--- config.mk ---
export PLATFORM = sky130hd
export DESIGN_NAME = microsequencer
export DESIGN_NICKNAME = d
export VERILOG_FILES = /design/src/rtl/microsequencer.sv
export SDC_FILE = /design/constraint.sdc
export NUM_CORES = 1
export LEC_CHECK = 0
export ABC_AREA = 1
export ABC_CLOCK_PERIOD_IN_PS = 2700
export BUFFER_PORTS_ARGS = -buffer_cell sky130_fd_sc_hd__buf_4
export CORE_ASPECT_RATIO = 1.4
export CORE_MARGIN = 1
export CORE_UTILIZATION = 24
export CTS_CLUSTER_SIZE = 10
export DETAILED_ROUTE_END_ITERATION = 8
export HOLD_SLACK_MARGIN = 0.1
export PLACE_DENSITY = 0.57
export SLEW_MARGIN = 25
export SYNTH_ARGS = -nofsm -noshare
export SYNTH_HDL_FRONTEND = slang
export SYNTH_SLANG_ARGS = --single-unit
--- constraint.sdc ---
create_clock -name clk -period 2.7 [get_ports clk]
set_input_delay 0.135 -clock clk [delete_from_list [all_inputs] [get_ports clk]]
set_output_delay 0.135 -clock clk [all_outputs]
set_load 0.02 [all_outputs]
--- src/rtl/microsequencer.sv ---
// Microprogram sequencer: walks the control address register through the control store,
// dispatching on the IR opcode and stalling on memory-wait microinstructions.
module microsequencer #(
    parameter int sz          = 22,
    parameter int N           = 7,
    parameter int n           = 4,
    parameter int OPW         = 5,
    parameter int MAX_OP      = 16,
    parameter int TIMEOUT     = 64,
    parameter int WMFC_BIT    = 8,
    parameter int RNW_BIT     = 9,
    parameter int SEL_DEC_BIT = 16,
    parameter int END_BIT     = sz - 1
) (
    input  logic           clk,
    input  logic           rst_n,
    input  logic [sz-1:0]  CBR,
    input  logic [OPW-1:0] opcode,
    input  logic           mfc,
    output logic [N-1:0]   CAR,
    output logic [sz-1:0]  ctrl_word,
    output logic           busy_wait,
    output logic           illegal_op,
    output logic           mem_timeout,
    output logic           halted,
    output logic [15:0]    instr_count
);

    localparam logic [1:0] ST_RUN  = 2'd0;
    localparam logic [1:0] ST_WAIT = 2'd1;
    localparam logic [1:0] ST_HALT = 2'd2;

    localparam int WCW = (TIMEOUT < 2) ? 1 : $clog2(TIMEOUT + 1);

    // While stalled only the memory-request bits stay asserted so one-shot strobes fire once.
    localparam logic [sz-1:0] WAIT_MASK = (sz'(1) << WMFC_BIT) | (sz'(1) << RNW_BIT);

    logic [1:0]     state;
    logic [1:0]     state_nxt;
    logic [WCW-1:0] wait_cnt;
    logic [WCW-1:0] wait_cnt_nxt;
    logic [N-1:0]   car_nxt;
    logic [15:0]    count_nxt;
    logic           illegal_nxt;
    logic           timeout_nxt;

    logic           op_legal;
    logic [N-1:0]   disp_addr;
    logic [N-1:0]   car_inc;

    assign op_legal  = (opcode != '0) && (32'(opcode) <= 32'(MAX_OP));
    assign disp_addr = N'(opcode) * N'(n);
    assign car_inc   = CAR + N'(1);

    always_comb begin
        state_nxt    = state;
        car_nxt      = CAR;
        wait_cnt_nxt = wait_cnt;
        count_nxt    = instr_count;
        illegal_nxt  = 1'b0;
        timeout_nxt  = mem_timeout;

        case (state)
            ST_RUN, ST_WAIT: begin
                if (CBR[END_BIT]) begin
                    car_nxt      = '0;
                    count_nxt    = instr_count + 16'd1;
                    state_nxt    = ST_RUN;
                    wait_cnt_nxt = '0;
                end else if (CBR[SEL_DEC_BIT]) begin
                    if (op_legal) begin
                        car_nxt = disp_addr;
                    end else begin
                        car_nxt     = '0;
                        illegal_nxt = 1'b1;
                    end
                    state_nxt    = ST_RUN;
                    wait_cnt_nxt = '0;
                end else if (CBR[WMFC_BIT] && !mfc) begin
                    // The RUN cycle that issues the request is not itself a stalled cycle.
                    if (state == ST_RUN) begin
                        state_nxt    = ST_WAIT;
                        wait_cnt_nxt = '0;
                    end else if (wait_cnt == WCW'(TIMEOUT - 1)) begin
                        state_nxt    = ST_HALT;
                        car_nxt      = '0;
                        timeout_nxt  = 1'b1;
                        wait_cnt_nxt = '0;
                    end else begin
                        wait_cnt_nxt = wait_cnt + WCW'(1);
                    end
                end else begin
                    car_nxt      = car_inc;
                    state_nxt    = ST_RUN;
                    wait_cnt_nxt = '0;
                end
            end
            ST_HALT: begin
                car_nxt      = '0;
                wait_cnt_nxt = '0;
            end
            default: begin
                state_nxt    = ST_RUN;
                car_nxt      = '0;
                wait_cnt_nxt = '0;
            end
        endcase
    end

    always_ff @(posedge clk or negedge rst_n) begin
        if (!rst_n) begin
            state       <= ST_RUN;
            CAR         <= '0;
            wait_cnt    <= '0;
            instr_count <= '0;
            illegal_op  <= 1'b0;
            mem_timeout <= 1'b0;
        end else begin
            state       <= state_nxt;
            CAR         <= car_nxt;
            wait_cnt    <= wait_cnt_nxt;
            instr_count <= count_nxt;
            illegal_op  <= illegal_nxt;
            mem_timeout <= timeout_nxt;
        end
    end

    always_comb begin
        case (state)
            ST_RUN:  ctrl_word = CBR;
            ST_WAIT: ctrl_word = CBR & WAIT_MASK;
            default: ctrl_word = '0;
        endcase
    end

    assign busy_wait = (state == ST_WAIT);
    assign halted    = (state == ST_HALT);

endmodule
==> out/summary.txt, run 1 <==
Floorplan core area -> 0.00810 sq mm
Area growth from synthesis to layout -> 42.2%
Ratio of cells with drive above 1 in the final layout -> 0.295
Count of pins on the block boundary -> 79
Maxcap violations -> 0
Filler cell count -> 899
Required time of the critical path -> 2.57 ns
Number of setup violations in the final report -> 0
Netlist cell types -> 28
Setup TNS -> 0 ns
Post-synthesis net count -> 303
Cell with the largest stage delay on the worst path -> sky130_fd_sc_hd__dfrtp_1
Worst Setup SP -> state[1]
Worst-margin pin slew -> 0.581 ns
Initial antenna violation count -> 0
Via count of the first global-routing pass -> 1871
Result of the run -> completed
Average detailed-routed wire length per instance -> 10.9 microns
Path depth of the worst reg2reg path -> 5
Pwr per Cell Area -> 399 mW/mm^2
Root buffer cell -> sky130_fd_sc_hd__clkbuf_16
Maximum count of clock buffers along a single path -> 2
Endpoint kind of the worst setup timing path -> primary output
Top Family by Delay on Critical Path -> simple AND/OR/NAND/NOR gates
Final Hold Fails -> 0
Setup slack, reg-to-reg -> 1.19 ns
Clock network latency to the later pin of the worst-skew pair -> 0.28 ns
Commonest cells after routing, fill and taps aside -> 78 x sky130_fd_sc_hd__buf_4, 59 x sky130_fd_sc_hd__nand2_1, 56 x sky130_fd_sc_hd__nor2_1
Number of DRC markers after the initial detailed-route iteration -> 52
Global-route usage over all layers -> 0.126
Post-route ant nets -> 0
Sequential fraction of the synthesis area -> 0.426
Multi-input gate area in the final layout -> 953 sq um
Number of nets in the finished design -> 385
Quantity of I/O buffers inserted on ports -> 78
Number of detailed-routing iterations run before antenna repair -> 6
Global-route congestion overflow total -> 0
Met3 layer wire length in the routed design -> 242 microns
Total buffers and inverters traversed by the critical path -> 2
Worst-case clock skew -> 0.00487 ns
Routability-driven placement congestion ratio -> 0.857
TritonCTS clock tree -> built
Sink count of the clock tree -> 34
Post-synthesis average cell area -> 7.43 sq um
Maximum number of pins on one net before global-route repair -> 35
Critical setup path kind -> reg2out
Worst Path Max Fanout -> 19
Met1 Wirelength -> 2080 microns
Most common cell after layout, fill and taps aside -> sky130_fd_sc_hd__buf_4
Max Freq -> 573 MHz
Data arrival at the endpoint of the critical path -> 1.61 ns
Final worst-path cycle share -> 0.646
Cell area after layout -> 0.00284 sq mm
Startpoint type of the worst setup path -> register
Rows -> 39
Worst-case vdd ir drop -> 0.000195 V
Die H -> 110 microns
H-tree level count -> 2
Post-detailed-routing wire length -> 4960 microns
Wire length of the first global-routing pass -> 8490 microns
Mean number of vias per cell -> 4.13
Relative slew slack -> 0.612
Cell-by-cell listing of the critical path -> inv_2 -> nand2_1 -> nor2_1 -> buf_4
Post-route DRC violation count -> 0
Type of the tightest min-delay check -> in2reg
Synth Instances -> 269
Utilization of the core after routing -> 0.351
Number of diodes added for antenna fixing -> 0
Static leakage -> 1.55 nW
HPWL after detailed placement -> 3870 microns
End point of the critical path -> ctrl_word[4]
Critical path depth in cells -> 4
Register bit total from synthesis -> 34
Shortest clock period the worst path allows after layout -> 1.74 ns
Capture instance of the worst register-to-register path -> wait_cnt[0]
Delay contributed by the slowest stage of the critical path -> 0.44 ns
Post-Place Cell Area -> 0.00269 sq mm
Area of the mapped netlist -> 0.00200 sq mm
Detail Route met2 WL -> 2570 microns
Max-slew violation total from the final report -> 0
Clock transition at the register clock pins on the worst setup and hold paths after CTS -> 0.05 ns
Highest signal layer in the routed design -> met4
Total area of sequential cells -> 851 sq um
Launch point of the worst reg-to-reg path -> state[1]
Overall die width -> 79.1 microns
Area of the die -> 0.00871 sq mm
Unrepaired setup endpoints after global routing -> no
Initial cell density of the core -> 0.247
Total via count after detailed routing -> 1875
Total CTS buffers -> 5
Warnings from Yosys -> 0
what timing repair did:
item | in CTS | in global routing
setup buffers | 0 | 0
hold endpoints to repair | 34 | 0
gates resized for setup | 0 | 0
hold buffers | 1 | 0
worst min path at each step:
stage | from | endpoint | slack [ns] | depth (start not counted)
final | CBR[16] | state[0] | 0.18 | 4
after global routing | CBR[16] | state[0] | 0.20 | 4
after CTS | CBR[16] | state[0] | 0.18 | 4
after detailed placement | rst_n | CAR[0] | 0.12 | 1
after global placement | rst_n | CAR[0] | 0.11 | 1
after floorplan | rst_n | CAR[0] | -0.16 | 0
synthesized netlist by cell type:
cell type | instances | area share
sky130_fd_sc_hd__nor4_1 | 1 | 0.0031
sky130_fd_sc_hd__nand3b_1 | 3 | 0.011
sky130_fd_sc_hd__nand3_2 | 4 | 0.020
sky130_fd_sc_hd__ha_1 | 4 | 0.025
sky130_fd_sc_hd__inv_2 | 2 | 0.0038
sky130_fd_sc_hd__nand2_2 | 1 | 0.0031
sky130_fd_sc_hd__nand4_1 | 5 | 0.016
sky130_fd_sc_hd__nor2_4 | 2 | 0.011
sky130_fd_sc_hd__nor3_2 | 1 | 0.0050
sky130_fd_sc_hd__nand3_1 | 18 | 0.045
sky130_fd_sc_hd__nand2_4 | 1 | 0.0056
sky130_fd_sc_hd__nor2_1 | 56 | 0.11
sky130_fd_sc_hd__buf_6 | 1 | 0.0056
sky130_fd_sc_hd__nor3_1 | 1 | 0.0025
sky130_fd_sc_hd__a31o_2 | 1 | 0.0044
sky130_fd_sc_hd__nor2_2 | 5 | 0.016
sky130_fd_sc_hd__a31oi_1 | 1 | 0.0031
sky130_fd_sc_hd__inv_1 | 43 | 0.081
sky130_fd_sc_hd__nor3_4 | 1 | 0.0081
sky130_fd_sc_hd__nand4_2 | 1 | 0.0063
sky130_fd_sc_hd__o21bai_1 | 2 | 0.0075
sky130_fd_sc_hd__a21oi_1 | 1 | 0.0025
sky130_fd_sc_hd__xnor2_1 | 5 | 0.022
sky130_fd_sc_hd__o21ai_0 | 7 | 0.018
sky130_fd_sc_hd__dfrtp_1 | 34 | 0.43
sky130_fd_sc_hd__nand2_1 | 59 | 0.11
sky130_fd_sc_hd__xor2_1 | 6 | 0.026
sky130_fd_sc_hd__buf_2 | 3 | 0.0075
area by class of cell:
type | count | share of cell area
timing repair buffer | 79 | 0.209
inverter | 45 | 0.0594
sequential | 34 | 0.299
clock buffer | 7 | 0.0502
multi-input combinational | 186 | 0.335
clock inverter | 1 | 0.00176
tap | 102 | 0.0449
state kept, by name, summed over array words and instances, names as in the netlist:
signal and cells:
mem_timeout 1, state 2, wait_cnt 7, illegal_op 1, CAR 7, instr_count 16
per-layer routing:
metal,track usage,up-vias
met5,0,-
met4,0.0468,0
met3,0.0280,7
met2,0.231,48
met1,0.140,834
li1,-,986
through the flow:
stage | hold WS [ns] | setup slack (ns) | cells | power, mW
2_1_floorplan | -0.161 | 1.22 | 269 | 0.534
3_3_place_gp | 0.113 | 1.24 | 445 | 0.581
3_5_place_dp | 0.119 | 1.18 | 445 | 0.581
4_1_cts | 0.177 | 0.927 | 454 | 1.16
5_1_grt | 0.199 | 0.755 | 454 | 1.18
6_report | 0.181 | 0.955 | 454 | 1.14
report_power, final:
| group | total, mW | internal (mW) | switching [mW] | leakage [nW] |
|---|---|---|---|---|
| logic | 0.0626 | 0.0324 | 0.0302 | 1.02 |
| registers | 0.510 | 0.510 | 0 | 0.454 |
| clock network | 0.563 | 0.365 | 0.198 | 0.0739 |
| total | 1.14 | 0.908 | 0.228 | 1.55 |
cells by family (layout without fill, tap and decap cells):
kind of cell             Yosys count  after routing  share of synthesized area
AO/OA/AOI/OAI                     12             12                     0.0350
XOR/XNOR                          11             11                     0.0482
adder cells (fa/ha/maj)            4              4                     0.0250
buffers and inverters             49            132                     0.0976
flip-flops                        34             34                      0.426
AND/OR/NAND/NOR                  159            159                      0.369
worst reg2reg max path: stages, from the launching register on:
cell and delay [ns]:
sky130_fd_sc_hd__dfrtp_1 0.44, sky130_fd_sc_hd__nor2_2 0.21, sky130_fd_sc_hd__inv_2 0.09, sky130_fd_sc_hd__nor3_4 0.36, sky130_fd_sc_hd__nand3_1 0.21, sky130_fd_sc_hd__nor2_1 0.13
Note: power is estimated with default switching activity, not from simulation.
==> run 2, diff against run 1 <==
--- a/config.mk
+++ b/config.mk
@@ -6,7 +6,7 @@
 export NUM_CORES = 1
 export LEC_CHECK = 0
 export ABC_AREA = 1
-export ABC_CLOCK_PERIOD_IN_PS = 2700
+export ABC_CLOCK_PERIOD_IN_PS = 1700
 export BUFFER_PORTS_ARGS = -buffer_cell sky130_fd_sc_hd__buf_4
 export CORE_ASPECT_RATIO = 1.4
 export CORE_MARGIN = 1
==> constraint.sdc (replaced) <==
create_clock -name clk -period 1.7 [get_ports clk]
set_input_delay 0.085 -clock clk [delete_from_list [all_inputs] [get_ports clk]]
set_output_delay 0.085 -clock clk [all_outputs]
set_load 0.02 [all_outputs]
==> out/summary.txt, run 2 (synthesized netlist as in run 1, its figures left out) <==
Final worst-path cycle share -> 0.897
Unrepaired setup endpoints after global routing -> no
Post-detailed-routing wire length -> 5130 microns
Routability-driven placement congestion ratio -> 0.780
Initial antenna violation count -> 0
Clock transition at the register clock pins on the worst setup and hold paths after CTS -> 0.05 ns
Setup slack, reg-to-reg -> 0.24 ns
Setup TNS -> 0 ns
Biggest register -> instr_count
Filler cell count -> 881
Initial cell density of the core -> 0.247
Endpoint kind of the worst setup timing path -> primary output
Die H -> 110 microns
Area growth from synthesis to layout -> 43.1%
Result of the run -> completed
Worst-margin pin slew -> 0.438 ns
Min setup slack post-route -> 0.175 ns
Mean number of vias per cell -> 4.20
Floorplan core area -> 0.00810 sq mm
Clock network latency to the later pin of the worst-skew pair -> 0.28 ns
Registers with the highest flip-flop counts -> instr_count (16), CAR (7), wait_cnt (7)
HPWL after detailed placement -> 4000 microns
Number of setup violations in the final report -> 0
Number of DRC markers after the initial detailed-route iteration -> 126
Data arrival at the endpoint of the critical path -> 1.44 ns
Rows -> 39
Number of diodes added for antenna fixing -> 0
Maximum number of pins on one net before global-route repair -> 35
Worst-case vdd ir drop -> 0.000346 V
Global-route usage over all layers -> 0.125
Root buffer cell -> sky130_fd_sc_hd__clkbuf_16
Sink count of the clock tree -> 34
Total design power -> 1.82 mW
Post-route DRC violation count -> 0
Type of the tightest min-delay check -> in2reg
Maxcap violations -> 0
Area of the die -> 0.00871 sq mm
Number of detailed-routing iterations run before antenna repair -> 4
Average detailed-routed wire length per instance -> 11.2 microns
Critical setup path kind -> reg2out
Commonest cells after routing, fill and taps aside -> 80 x sky130_fd_sc_hd__buf_4, 58 x sky130_fd_sc_hd__nand2_1, 56 x sky130_fd_sc_hd__nor2_1
Global-route congestion overflow total -> 0
Max-slew violation total from the final report -> 0
Quantity of I/O buffers inserted on ports -> 78
Maximum count of clock buffers along a single path -> 2
Post-route ant nets -> 0
Shortest clock period the worst path allows after layout -> 1.52 ns
Final Hold Fails -> 0
Worst-case clock skew -> 0.00355 ns
Startpoint type of the worst setup path -> register
Count of pins on the block boundary -> 79
Total CTS buffers -> 5
Total via count after detailed routing -> 1914
Pwr per Cell Area -> 635 mW/mm^2
Post-placement setup slack -> 0.239 ns
Number of buffers added for setup after CTS -> 0
Wire length of the first global-routing pass -> 8470 microns
H-tree level count -> 2
Worst Path Max Fanout -> 19
Number of nets in the finished design -> 387
Max Freq -> 656 MHz
TritonCTS clock tree -> built
Relative slew slack -> 0.708
Static leakage -> 1.56 nW
Via count of the first global-routing pass -> 1848
Max reg flops -> 16
Ratio of cells with drive above 1 in the final layout -> 0.302
Most common cell after layout, fill and taps aside -> sky130_fd_sc_hd__buf_4
Required time of the critical path -> 1.62 ns
Overall die width -> 79.1 microns
run 2: cell count changes in the layout (fill, tap and decap cells not counted), sizes merged:
| cell | before | now |
|---|---|---|
| buf | 78 | 80 |
run 2: worst paths after layout:
kind                                start               to  depth (start not counted)
setup reg to reg           instr_count[0]  instr_count[14]                          8
min in group asynchronous           rst_n           CAR[1]                          2
hold / removal                    CBR[16]      mem_timeout                          4
setup / recovery                 state[1]     ctrl_word[4]                          4
max in group asynchronous           rst_n  instr_count[11]                          2
hold reg to reg               wait_cnt[0]      wait_cnt[0]                          1
run 2: critical path, cell delays in order (launching register included):
cell and delay [ns]:
sky130_fd_sc_hd__dfrtp_1 0.44, sky130_fd_sc_hd__inv_2 0.15, sky130_fd_sc_hd__nand2_2 0.22, sky130_fd_sc_hd__nor2_1 0.18
sky130_fd_sc_hd__buf_4 0.16
run 2: cell type report:
cell class	instances	area, sq um	share of cell area
repair buffers	81	611	0.213
inverters	45	169	0.0590
clock buffers	7	143	0.0498
clock inverters	1	5.00	0.00175
multi-input cells	186	956	0.334
flip-flops and latches	34	851	0.297
well taps	102	128	0.0446
run 2: what timing repair did:
item | 4_1_cts | 5_1_grt
gates resized for setup | 1 | 0
hold endpoints to repair | 34 | 0
hold buffers | 1 | 0
setup endpoints to repair | 19 | 0
run 2: power by group:
| group | internal, mW | total [mW] | switching, mW |
|---|---|---|---|
| sequential | 0.810 | 0.810 | 0 |
| clock | 0.580 | 0.909 | 0.329 |
| combinational | 0.0513 | 0.0993 | 0.0479 |
| total | 1.44 | 1.82 | 0.377 |
run 2: metrics by stage:
step	area, sq um	hold slack, ns	utilization	instances
finish	2860	0.122	0.353	456
detailed placement	2700	0.0711	0.333	447
CTS	2860	0.123	0.353	456
floorplan	2000	-0.211	-	269
global route	2860	0.138	0.353	456
global placement	2700	0.0677	0.333	447
run 2: routing by layer:
metal / vias to the layer above / global-route usage / share of wire
met3: 11 / 0.0247 / 0.049
li1: 994 / - / -
met5: - / 0 / 0
met2: 50 / 0.220 / 0.51
met4: 0 / 0.0597 / 0.024
met1: 859 / 0.144 / 0.42
